==> config.mk <==
export PLATFORM = sky130hd
export DESIGN_NAME = mcu0_intc_flat
export DESIGN_NICKNAME = d
export VERILOG_FILES = /design/src/rtl/mcu0_intc_pkg.sv /design/src/rtl/mcu0_intc_if.sv /design/src/rtl/mcu0_intc_prio.sv /design/src/rtl/mcu0_intc.sv /design/src/flat_wrapper.sv
export SDC_FILE = /design/constraint.sdc
export NUM_CORES = 1
export LEC_CHECK = 0
export BUFFER_PORTS_ARGS = -buffer_cell sky130_fd_sc_hd__buf_2
export CORE_MARGIN = 4
export CORE_UTILIZATION = 50
export CTS_BUF_LIST = sky130_fd_sc_hd__clkbuf_8
export DETAILED_ROUTE_END_ITERATION = 7
export PLACE_DENSITY = 0.79
export SYNTH_ARGS = -nofsm -noshare
export SYNTH_HDL_FRONTEND = slang
export SYNTH_SLANG_ARGS = --single-unit
export TNS_END_PERCENT = 30
==> constraint.sdc <==
create_clock -name clock -period 1.78 [get_ports clock]
set_clock_uncertainty 0.05 [all_clocks]
set_input_delay 0 -clock clock [delete_from_list [all_inputs] [get_ports clock]]
set_output_delay 0 -clock clock [all_outputs]
set_load 0.005 [all_outputs]
==> src/rtl/mcu0_intc_pkg.sv <==
// mcu0_intc_pkg: shared state encoding, register map and STAT layout for the interrupt controller
package mcu0_intc_pkg;
  typedef enum logic [1:0] {IDLE = 2'd0, REQ = 2'd1, SERV = 2'd2} state_t;
  localparam logic [1:0] A_MASK = 2'd0;
  localparam logic [1:0] A_PEND = 2'd1;
  localparam logic [1:0] A_CLR  = 2'd2;
  localparam logic [1:0] A_STAT = 2'd3;
  localparam int STAT_ST_LSB = 4;
  localparam int STAT_ID_LSB = 0;
endpackage

==> src/rtl/mcu0_intc_if.sv <==
// mcu0_intc_if: sources, core handshake and register port of the interrupt controller
interface mcu0_intc_if #(parameter int NSRC = 8, parameter int DW = 16);
  logic [NSRC-1:0] src;
  logic iack;
  logic eoi;
  logic reg_we;
  logic [1:0] reg_addr;
  logic [DW-1:0] reg_wdata;
  logic [DW-1:0] reg_rdata;
  logic interrupt;
  logic [2:0] irq;
  modport master (output src, iack, eoi, reg_we, reg_addr, reg_wdata, input reg_rdata, interrupt, irq);
  modport slave (input src, iack, eoi, reg_we, reg_addr, reg_wdata, output reg_rdata, interrupt, irq);
endinterface

==> src/rtl/mcu0_intc_prio.sv <==
// mcu0_intc_prio: lowest-index-wins priority encoder with valid flag
module mcu0_intc_prio #(parameter int N = 8) (
  input  logic [N-1:0] req,
  output logic [2:0]   id,
  output logic         valid
);
  always_comb begin
    id = '0;
    for (int i = N - 1; i >= 0; i--) if (req[i]) id = 3'(i);
  end
  assign valid = |req;
endmodule

==> src/rtl/mcu0_intc.sv <==
// mcu0_intc: fixed-priority interrupt controller with mask, pending latch and iack/eoi handshake
module mcu0_intc import mcu0_intc_pkg::*; #(
  parameter int NSRC = 8,
  parameter int DW = 16,
  parameter logic [7:0] EDGE_MASK = 8'hFF
) (
  input logic clock,
  input logic reset,
  mcu0_intc_if.slave bus
);
  logic [NSRC-1:0] pending, mask, src_q, eligible, wvec, edge_m, set_vec, clr_vec;
  logic [2:0] active_id, best;
  logic best_v, wr_mask, wr_pend, wr_clr, take, unused_wdata;
  state_t state, state_n;
  assign wvec = bus.reg_wdata[NSRC-1:0];
  assign unused_wdata = ^bus.reg_wdata;
  assign edge_m = EDGE_MASK[NSRC-1:0];
  assign wr_mask = bus.reg_we && bus.reg_addr == A_MASK;
  assign wr_pend = bus.reg_we && bus.reg_addr == A_PEND;
  assign wr_clr = bus.reg_we && bus.reg_addr == A_CLR;
  assign take = state == REQ && bus.iack;
  assign eligible = pending & mask;
  // Sets are OR-ed in after clears so a coincident event is never lost.
  assign set_vec = (bus.src & ~src_q & edge_m) | (bus.src & ~edge_m) | (wr_pend ? wvec : '0);
  assign clr_vec = (wr_clr ? wvec : '0) | (take ? NSRC'(1) << active_id : '0);
  mcu0_intc_prio #(.N(NSRC)) u_prio (.req(eligible), .id(best), .valid(best_v));
  always_ff @(posedge clock or posedge reset) begin
    if (reset) begin
      pending <= '0;
      mask <= '0;
      src_q <= '0;
    end else begin
      pending <= (pending & ~clr_vec) | set_vec;
      mask <= wr_mask ? wvec : mask;
      src_q <= bus.src;
    end
  end
  always_ff @(posedge clock or posedge reset) begin
    if (reset) begin
      state <= IDLE;
      active_id <= '0;
    end else begin
      state <= state_n;
      if (state == IDLE && best_v) active_id <= best;
    end
  end
  // iack beats a same-cycle withdrawal: the core has already jumped.
  always_comb begin
    state_n = state == IDLE ? (best_v ? REQ : IDLE)
            : state == REQ  ? (bus.iack ? SERV : (pending[active_id] && mask[active_id]) ? REQ : IDLE)
            : state == SERV ? (bus.eoi ? IDLE : SERV)
            : IDLE;
  end
  always_comb begin
    bus.interrupt = state == REQ;
    bus.irq = active_id;
    bus.reg_rdata = bus.reg_addr == A_MASK ? DW'(mask)
                  : bus.reg_addr == A_PEND ? DW'(pending)
                  : bus.reg_addr == A_STAT ? (DW'(state) << STAT_ST_LSB) | (DW'(active_id) << STAT_ID_LSB)
                  : '0;
  end
endmodule

==> src/flat_wrapper.sv <==
// flat-port wrapper written by rule: the top's interface ports become plain ports
module mcu0_intc_flat import mcu0_intc_pkg::*;
#(
  parameter int NSRC = 8,
  parameter int DW = 16,
  parameter logic [7:0] EDGE_MASK = 8'hFF
)
  (clock, reset, bus_src, bus_iack, bus_eoi, bus_reg_we, bus_reg_addr, bus_reg_wdata, bus_reg_rdata, bus_interrupt, bus_irq);
  mcu0_intc_if #(.NSRC(NSRC), .DW(DW)) bus_i ();
  input logic clock;
  input logic reset;
  input wire logic [$bits(bus_i.src)-1:0] bus_src;
  input wire logic [$bits(bus_i.iack)-1:0] bus_iack;
  input wire logic [$bits(bus_i.eoi)-1:0] bus_eoi;
  input wire logic [$bits(bus_i.reg_we)-1:0] bus_reg_we;
  input wire logic [$bits(bus_i.reg_addr)-1:0] bus_reg_addr;
  input wire logic [$bits(bus_i.reg_wdata)-1:0] bus_reg_wdata;
  output wire logic [$bits(bus_i.reg_rdata)-1:0] bus_reg_rdata;
  output wire logic [$bits(bus_i.interrupt)-1:0] bus_interrupt;
  output wire logic [$bits(bus_i.irq)-1:0] bus_irq;
  assign bus_i.src = bus_src;
  assign bus_i.iack = bus_iack;
  assign bus_i.eoi = bus_eoi;
  assign bus_i.reg_we = bus_reg_we;
  assign bus_i.reg_addr = bus_reg_addr;
  assign bus_i.reg_wdata = bus_reg_wdata;
  assign bus_reg_rdata = bus_i.reg_rdata;
  assign bus_interrupt = bus_i.interrupt;
  assign bus_irq = bus_i.irq;
  mcu0_intc #(.NSRC(NSRC), .DW(DW), .EDGE_MASK(EDGE_MASK)) u_core (.clock(clock), .reset(reset), .bus(bus_i));
endmodule
==> flow_metrics.env, run 1 <==
export IMPL_grt_max_degree=30
export IMPL_core_area_um2=3053
export IMPL_grtUsageTotal=0.2127
export IMPL_layout_cells_non_filler=264
export IMPL_diodes=0
export IMPL_routabilityCongestion=0.9687
export IMPL_cts_tree="built"
export IMPL_drtAntennaViolNets=0
export IMPL_max_stage_delay_ns=0.50
export IMPL_numCtsBuffers=5
export IMPL_slew_viol_final=0
export IMPL_ys_seq_area_frac=0.4560
export IMPL_power_density_nw_per_um2=1147
export IMPL_post_route_util=0.6652
export IMPL_period_share=0.8118
export IMPL_min_path_type="in2reg"
export IMPL_synth_main_ff_cell="dfrtp_1"
export IMPL_area_delta_synth_final_pct=27.59
export IMPL_grt_antenna_before_repair=0
export IMPL_cts_sinks=29
export IMPL_grt_ovfl_total=0
export IMPL_die_h_um=64.42
export IMPL_ir_worst_vdd_uv=604.5
export IMPL_p_total_mw=2.329
export IMPL_cp_slowest_cell="dfrtp_1"
export IMPL_synth_cell_types=33
export IMPL_whs_ns=0.1947
export IMPL_grt_pass1_wl_mm=6.803
export IMPL_critPathArrivalTime_ns=1.39
export IMPL_synth_edff_count=0
export IMPL_crit_chain="mux2_2 -> a22o_1 -> buf_2"
export IMPL_critPathMaxFanout=11
export IMPL_std_cell_rows=20
export IMPL_yosys_warnings=0
export IMPL_finalSetupViolCount=0
export IMPL_end_kind="primary output"
export IMPL_maxCapViolations=0
export IMPL_synthCells=165
export IMPL_drc=0
export IMPL_rsz0062_at_grt="false"
export IMPL_drt_vias_per_instance=5.367
export IMPL_p_leak_nw=0.9212
export IMPL_dieArea_um2=4150
export IMPL_syn_mean_instance_area_um2=9.646
export IMPL_period_minus_slack_ns=1.445
export IMPL_vias=1417
export IMPL_syn_area_um2=1592
export IMPL_htreeDepth=2
export IMPL_hpwlAfterDp_mm=2.728
export IMPL_die_w_um=64.42
export IMPL_placed_cells=238
export IMPL_io_pins=51
export IMPL_clk_path_buf_depth=2
export IMPL_wl_mm=3.945
export IMPL_ys_ff_latch=29
export IMPL_crit_required_ns=1.73
export IMPL_max_freq_mhz=692.1
export IMPL_nets=251
export IMPL_critPathKind="reg2out"
export IMPL_clk_pin_slew_ns=0.06
export IMPL_clkLatencyLatePin_ns=0.28
export IMPL_io_buffers=34
export IMPL_post_cts_buffers=0
export IMPL_dr_pass1_iters=4
export IMPL_start_util=0.5213
export IMPL_post_cts_resized=0
export IMPL_drtIter0Drc=75
export IMPL_crit_path_start_kind="flip-flop"
export IMPL_async_reset_ff_frac=1.000
export IMPL_grt_pass1_vias=1497
export IMPL_wl_per_cell_um=14.94
export IMPL_status="finished, final reports clean"
export IMPL_ctsRootBufferMaster="clkbuf_8"
export IMPL_drive_gt1_frac=0.2273
export IMPL_tns_ns=0
export IMPL_finalHoldViolCount=0
-- synth_stat cells (all sizes together), types with 4 or more instances --
master	instances	area share
a21oi	13	0.041
nor2	8	0.022
o211ai	8	0.038
a22oi	4	0.019
nor2b	9	0.035
nand2	33	0.078
nand3	4	0.013
dfrtp	29	0.46
mux2	13	0.092
buf	14	0.065
a22o	5	0.028
-- metrics by stage --
stage                     instance area, um2  setup slack [ns]
after detailed placement                1754            0.4099
after CTS                               2031            0.3296
after global routing                    2031            0.2158
final                                   2031            0.3351
after floorplan                         1618            0.5247
after global placement                  1754            0.4266
-- area by class of cell --
class / count / area [um2]
clock buffer: 6 / 82.58
clock inverter: 1 / 3.754
fill: 261 / 1022
inverter: 1 / 3.754
multi-input combinational: 128 / 784.5
sequential: 29 / 725.7
tap: 44 / 55.05
timing repair buffer: 55 / 375.4
-- worst max-delay path: cells and delay by family (launching register included) --
kind,cells,cell delay (ns)
muxes,1,0.32
buffers and inverters,1,0.12
DFF,1,0.50
AOI/OAI and AO/OA,1,0.17
-- worst paths after layout --
check | startpoint | end | slack (ns) | cells past startpoint
worst min-delay path | bus_reg_we | u_core.pending[3] | 0.19 | 5
worst max-delay path | u_core.bus.irq[1] | bus_reg_rdata[1] | 0.34 | 3
worst min register to register | u_core.src_q[5] | u_core.pending[5] | 0.51 | 3
max in group asynchronous | reset | u_core.mask[2] | 1.10 | 4
worst max register to register | u_core.bus.irq[0] | u_core.state[0] | 0.37 | 4
min in group asynchronous | reset | u_core.src_q[4] | 0.30 | 4
-- per-layer routing --
metal,global-route usage,share of wire,vias up
li1,-,-,681
met1,0.2570,0.40,658
met2,0.3557,0.50,71
met3,0.06066,0.076,7
met4,0.08707,0.018,0
met5,0,0,-
-- cells in the final DEF, fill, tap and decap left out, drive strengths merged --
master | netlist | final
buf | 14 | 36
nand2 | 33 | 33
dfrtp | 29 | 29
dlygate4sd3 | 0 | 19
a21oi | 13 | 13
mux2 | 13 | 13
nor2b | 9 | 9
o211ai | 8 | 8
conb | 1 | 8
nor2 | 8 | 8
clkbuf | 0 | 6
a22o | 5 | 5
nand3 | 4 | 4
a22oi | 4 | 4
mux2i | 3 | 3
nand2b | 3 | 3
o311ai | 2 | 2
nor3 | 2 | 2
o21ai | 2 | 2
inv | 1 | 2
or2 | 2 | 2
and2 | 1 | 1
and2b | 1 | 1
and3b | 1 | 1
nand3b | 1 | 1
o22ai | 1 | 1
o2111ai | 1 | 1
a41o | 1 | 1
a32o | 1 | 1
o31ai | 1 | 1
-- timing repair --
action                                 in CTS  in global routing
endpoints found under the hold margin      54                  0
setup endpoints to repair                   0                  0
hold buffers                               19                  0
-- logic make-up after synthesis --
logic type | Yosys count | share of synthesized area
DFF | 29 | 0.4560
AOI/OAI and AO/OA | 39 | 0.1690
and+or+nand+nor | 65 | 0.1942
buffers and inverters | 15 | 0.06761
other | 1 | 0.002356
muxes | 16 | 0.1108
-- power breakdown --
part	internal (mW)	switching, mW
Combinational	0.391	0.396
Sequential	0.803	0.211
Clock	0.300	0.228
Total	1.49	0.835
-- sequential cells by signal (all words and copies together) (netlist names) --
register and count:
u_core.mask 8, u_core.bus.irq 3, u_core.pending 8, u_core.state 2, u_core.src_q 8
No activity file was read; power rests on OpenSTA's default activity.
==> inputs of run 2 (changes only) <==
--- a/config.mk
+++ b/config.mk
@@ -5,12 +5,13 @@
 export SDC_FILE = /design/constraint.sdc
 export NUM_CORES = 1
 export LEC_CHECK = 0
+export ABC_AREA = 1
 export BUFFER_PORTS_ARGS = -buffer_cell sky130_fd_sc_hd__buf_2
 export CORE_MARGIN = 4
 export CORE_UTILIZATION = 50
 export CTS_BUF_LIST = sky130_fd_sc_hd__clkbuf_8
 export DETAILED_ROUTE_END_ITERATION = 7
-export PLACE_DENSITY = 0.79
+export PLACE_DENSITY = 0.78
 export SYNTH_ARGS = -nofsm -noshare
 export SYNTH_HDL_FRONTEND = slang
 export SYNTH_SLANG_ARGS = --single-unit
==> constraint.sdc (replaced) <==
create_clock -name clock -period 1.4 [get_ports clock]
set_clock_uncertainty 0.05 [all_clocks]
set_input_delay 0 -clock clock [delete_from_list [all_inputs] [get_ports clock]]
set_output_delay 0 -clock clock [all_outputs]
set_load 0.005 [all_outputs]
==> run 2 against run 1 <==
Compared with the run above:
- synthesized cell count is 38% higher
- setup slack worse by 0.23 ns
- power is 48% higher
==> flow_metrics.env, run 2 <==
export IMPL_status="finished, final reports clean"
export IMPL_final_common_cell="nand2_1"
export IMPL_slew_viol_final=0
export IMPL_numCtsBuffers=5
export IMPL_dieArea_um2=4364
export IMPL_core_area_um2=3128
export IMPL_period_share=0.9254
export IMPL_cp_slowest_cell="dfrtp_1"
export IMPL_htreeDepth=2
export IMPL_grt_max_degree=30
export IMPL_drc=0
export IMPL_clk_path_buf_depth=2
export IMPL_routabilityCongestion=0.9306
export IMPL_endpoint="u_core.pending[3]"
export IMPL_syn_area_um2=1685
export IMPL_post_cts_buffers=0
export IMPL_crit_chain="inv_1 -> nand2_1 -> nor2_4 -> nand3_1 -> nand3_1 -> o221ai_1"
export IMPL_rsz0062_at_grt="false"
export IMPL_r2r_cells=6
export IMPL_drtAntennaViolNets=0
export IMPL_clk_pin_slew_ns=0.06
export IMPL_yosysTopAreaCell="dfrtp_1"
export IMPL_area_delta_synth_final_pct=33.26
export IMPL_die_w_um=66.06
export IMPL_ys_seq_area_frac=0.4306
export IMPL_critPathArrivalTime_ns=1.40
export IMPL_synth_top_area_frac=0.4306
export IMPL_finalSetupViolCount=0
export IMPL_crit_top_cell="nand3_1"
export IMPL_p_leak_nw=1.225
export IMPL_grtUsageTotal=0.2178
export IMPL_clkLatencyLatePin_ns=0.29
export IMPL_fin_ws_ns=0.1044
export IMPL_yosys_warnings=0
export IMPL_cts_sinks=29
export IMPL_layout_common_cells="nand2_1, buf_2, dfrtp_1"
export IMPL_hpwlAfterDp_mm=3.028
export IMPL_max_stage_delay_ns=0.40
export IMPL_power_density_nw_per_um2=1535
export IMPL_ctsRootBufferMaster="clkbuf_8"
export IMPL_grt_pass1_vias=1502
export IMPL_async_reset_ff_frac=1.000
export IMPL_grt_antenna_before_repair=0
export IMPL_start_util=0.5388
export IMPL_critPathMaxFanout=7
export IMPL_wl_per_cell_um=13.08
export IMPL_nFillCells=249
export IMPL_drive_gt1_frac=0.2184
export IMPL_min_path_type="in2reg"
export IMPL_timing_rr_start="u_core.state[1]"
export IMPL_placed_cell_area_um2=1918
export IMPL_nets=323
export IMPL_grt_pass1_wl_mm=6.982
export IMPL_max_freq_mhz=771.9
export IMPL_reg_top3="u_core.mask x8, u_core.pending x8, u_core.src_q x8"
export IMPL_io_pins=51
export IMPL_crit_path_start_kind="flip-flop"
export IMPL_synth_edff_count=0
export IMPL_std_cell_rows=20
export IMPL_dr_pass1_iters=5
export IMPL_synthCells=228
export IMPL_end_kind="flip-flop"
export IMPL_drt_vias_per_instance=5.080
export IMPL_synth_main_ff_cell="dfrtp_1"
export IMPL_period_minus_slack_ns=1.296
export IMPL_ff2ff_setup_slack_ns=0.10
export IMPL_drtIter0Drc=107
export IMPL_tns_ns=0
export IMPL_grt_ovfl_total=0
export IMPL_ys_top_cells_by_area="dfrtp_1, nand2_1, inv_1"
export IMPL_post_synth_top_count_cell="nand2_1"
export IMPL_synth_cell_types=23
export IMPL_finalHoldViolCount=0
export IMPL_cts_tree="built"
export IMPL_crit_required_ns=1.51
export IMPL_ys_ff_latch=29
export IMPL_io_buffers=34
export IMPL_worstReg2RegEnd="u_core.pending[3]"
export IMPL_synthTopCellsByCount="nand2_1, dfrtp_1, inv_1"
export IMPL_die_h_um=66.06
export IMPL_critPathKind="reg2reg"
export IMPL_maxCapViolations=0
export IMPL_postLayoutCellArea_um2=2246
export IMPL_p_total_mw=3.447
export IMPL_diodes=0
export IMPL_syn_mean_instance_area_um2=7.392
export IMPL_startpoint="u_core.state[1]"
export IMPL_place_ws_ns=0.04425
export IMPL_ir_worst_vdd_uv=880.2
export IMPL_wl_mm=4.407
export IMPL_vias=1712
## run 2: cell count changes in the layout (fill, tap and decap cells not counted), sizes merged, moves of 7 or more
| cell | before | now |
|---|---|---|
| nand2 | 33 | 93 |
| inv | 2 | 30 |
| mux2 | 13 | 0 |
| nand3 | 4 | 17 |
| a21oi | 13 | 2 |
| o21ai | 2 | 13 |
| nor2b | 9 | 0 |
| buf | 36 | 43 |
## run 2: worst max-delay path: cells and delay by family, from the launching register on
family | cells | cell delay, ns
buffers and inverters | 1 | 0.10
and+or+nand+nor | 4 | 0.49
AOI/OAI and AO/OA | 1 | 0.12
DFF | 1 | 0.40
## run 2: repair_timing
| item | in CTS | in global routing |
|---|---|---|
| resized for setup | 0 | 4 |
| hold endpoints to repair | 53 | 0 |
| endpoints found under the setup margin | 0 | 9 |
| hold buffers | 19 | 0 |
## run 2: report_power, final
part / total [mW] / internal [mW] / switching (mW)
registers: 1.15 / 1.01 / 0.141
logic: 1.37 / 0.543 / 0.825
clock network: 0.930 / 0.578 / 0.352
## run 2: through the flow
stage | utilization | std cells | hold slack (ns)
after floorplan | - | 235 | -0.01857
after global placement | 0.6132 | 310 | 0.03469
after detailed placement | 0.6132 | 310 | 0.03664
after CTS | 0.7124 | 337 | 0.06861
after global routing | 0.7180 | 337 | 0.08540
final | 0.7180 | 337 | 0.07239
## run 2: worst min path at each step
stage | depth (start not counted) | start | slack (ns) | endpoint
after floorplan | 0 | bus_src[0] | -0.02 | u_core.src_q[0]
after global placement | 3 | reset | 0.03 | u_core.pending[6]
after detailed placement | 3 | reset | 0.04 | u_core.src_q[6]
after CTS | 3 | bus_reg_we | 0.07 | u_core.pending[2]
after global routing | 3 | bus_reg_we | 0.09 | u_core.pending[2]
final | 3 | bus_reg_we | 0.07 | u_core.pending[2]
## run 2: cell type report
cell class                      instances  area (um2)  area share
Clock inverter                          2       37.54     0.01671
Inverter                               30       112.6     0.05014
Multi-Input combinational cell        164       804.5      0.3582
Clock buffer                            6       82.58     0.03677
Timing Repair Buffer                   62       427.9      0.1905
Sequential cell                        29       725.7      0.3231
Tap cell                               44       55.05     0.02451
## run 2: metal layers
layer	wire (um)	vias to the layer above	track usage	part of all wire
li1	-	842	-	-
met1	1863	781	0.2734	0.42
met2	2079	78	0.3492	0.47
met3	384	11	0.06803	0.087
met4	80	0	0.08376	0.018
met5	0	-	0	0
## run 2: cells by family (layout without fill, tap and decap cells)
kind of cell,Yosys count,count (layout),synth area share
compound gates,33,33,0.1410
buf+inv,42,100,0.1180
flops,29,29,0.4306
other cells,1,8,0.002225
simple gates,123,123,0.3081
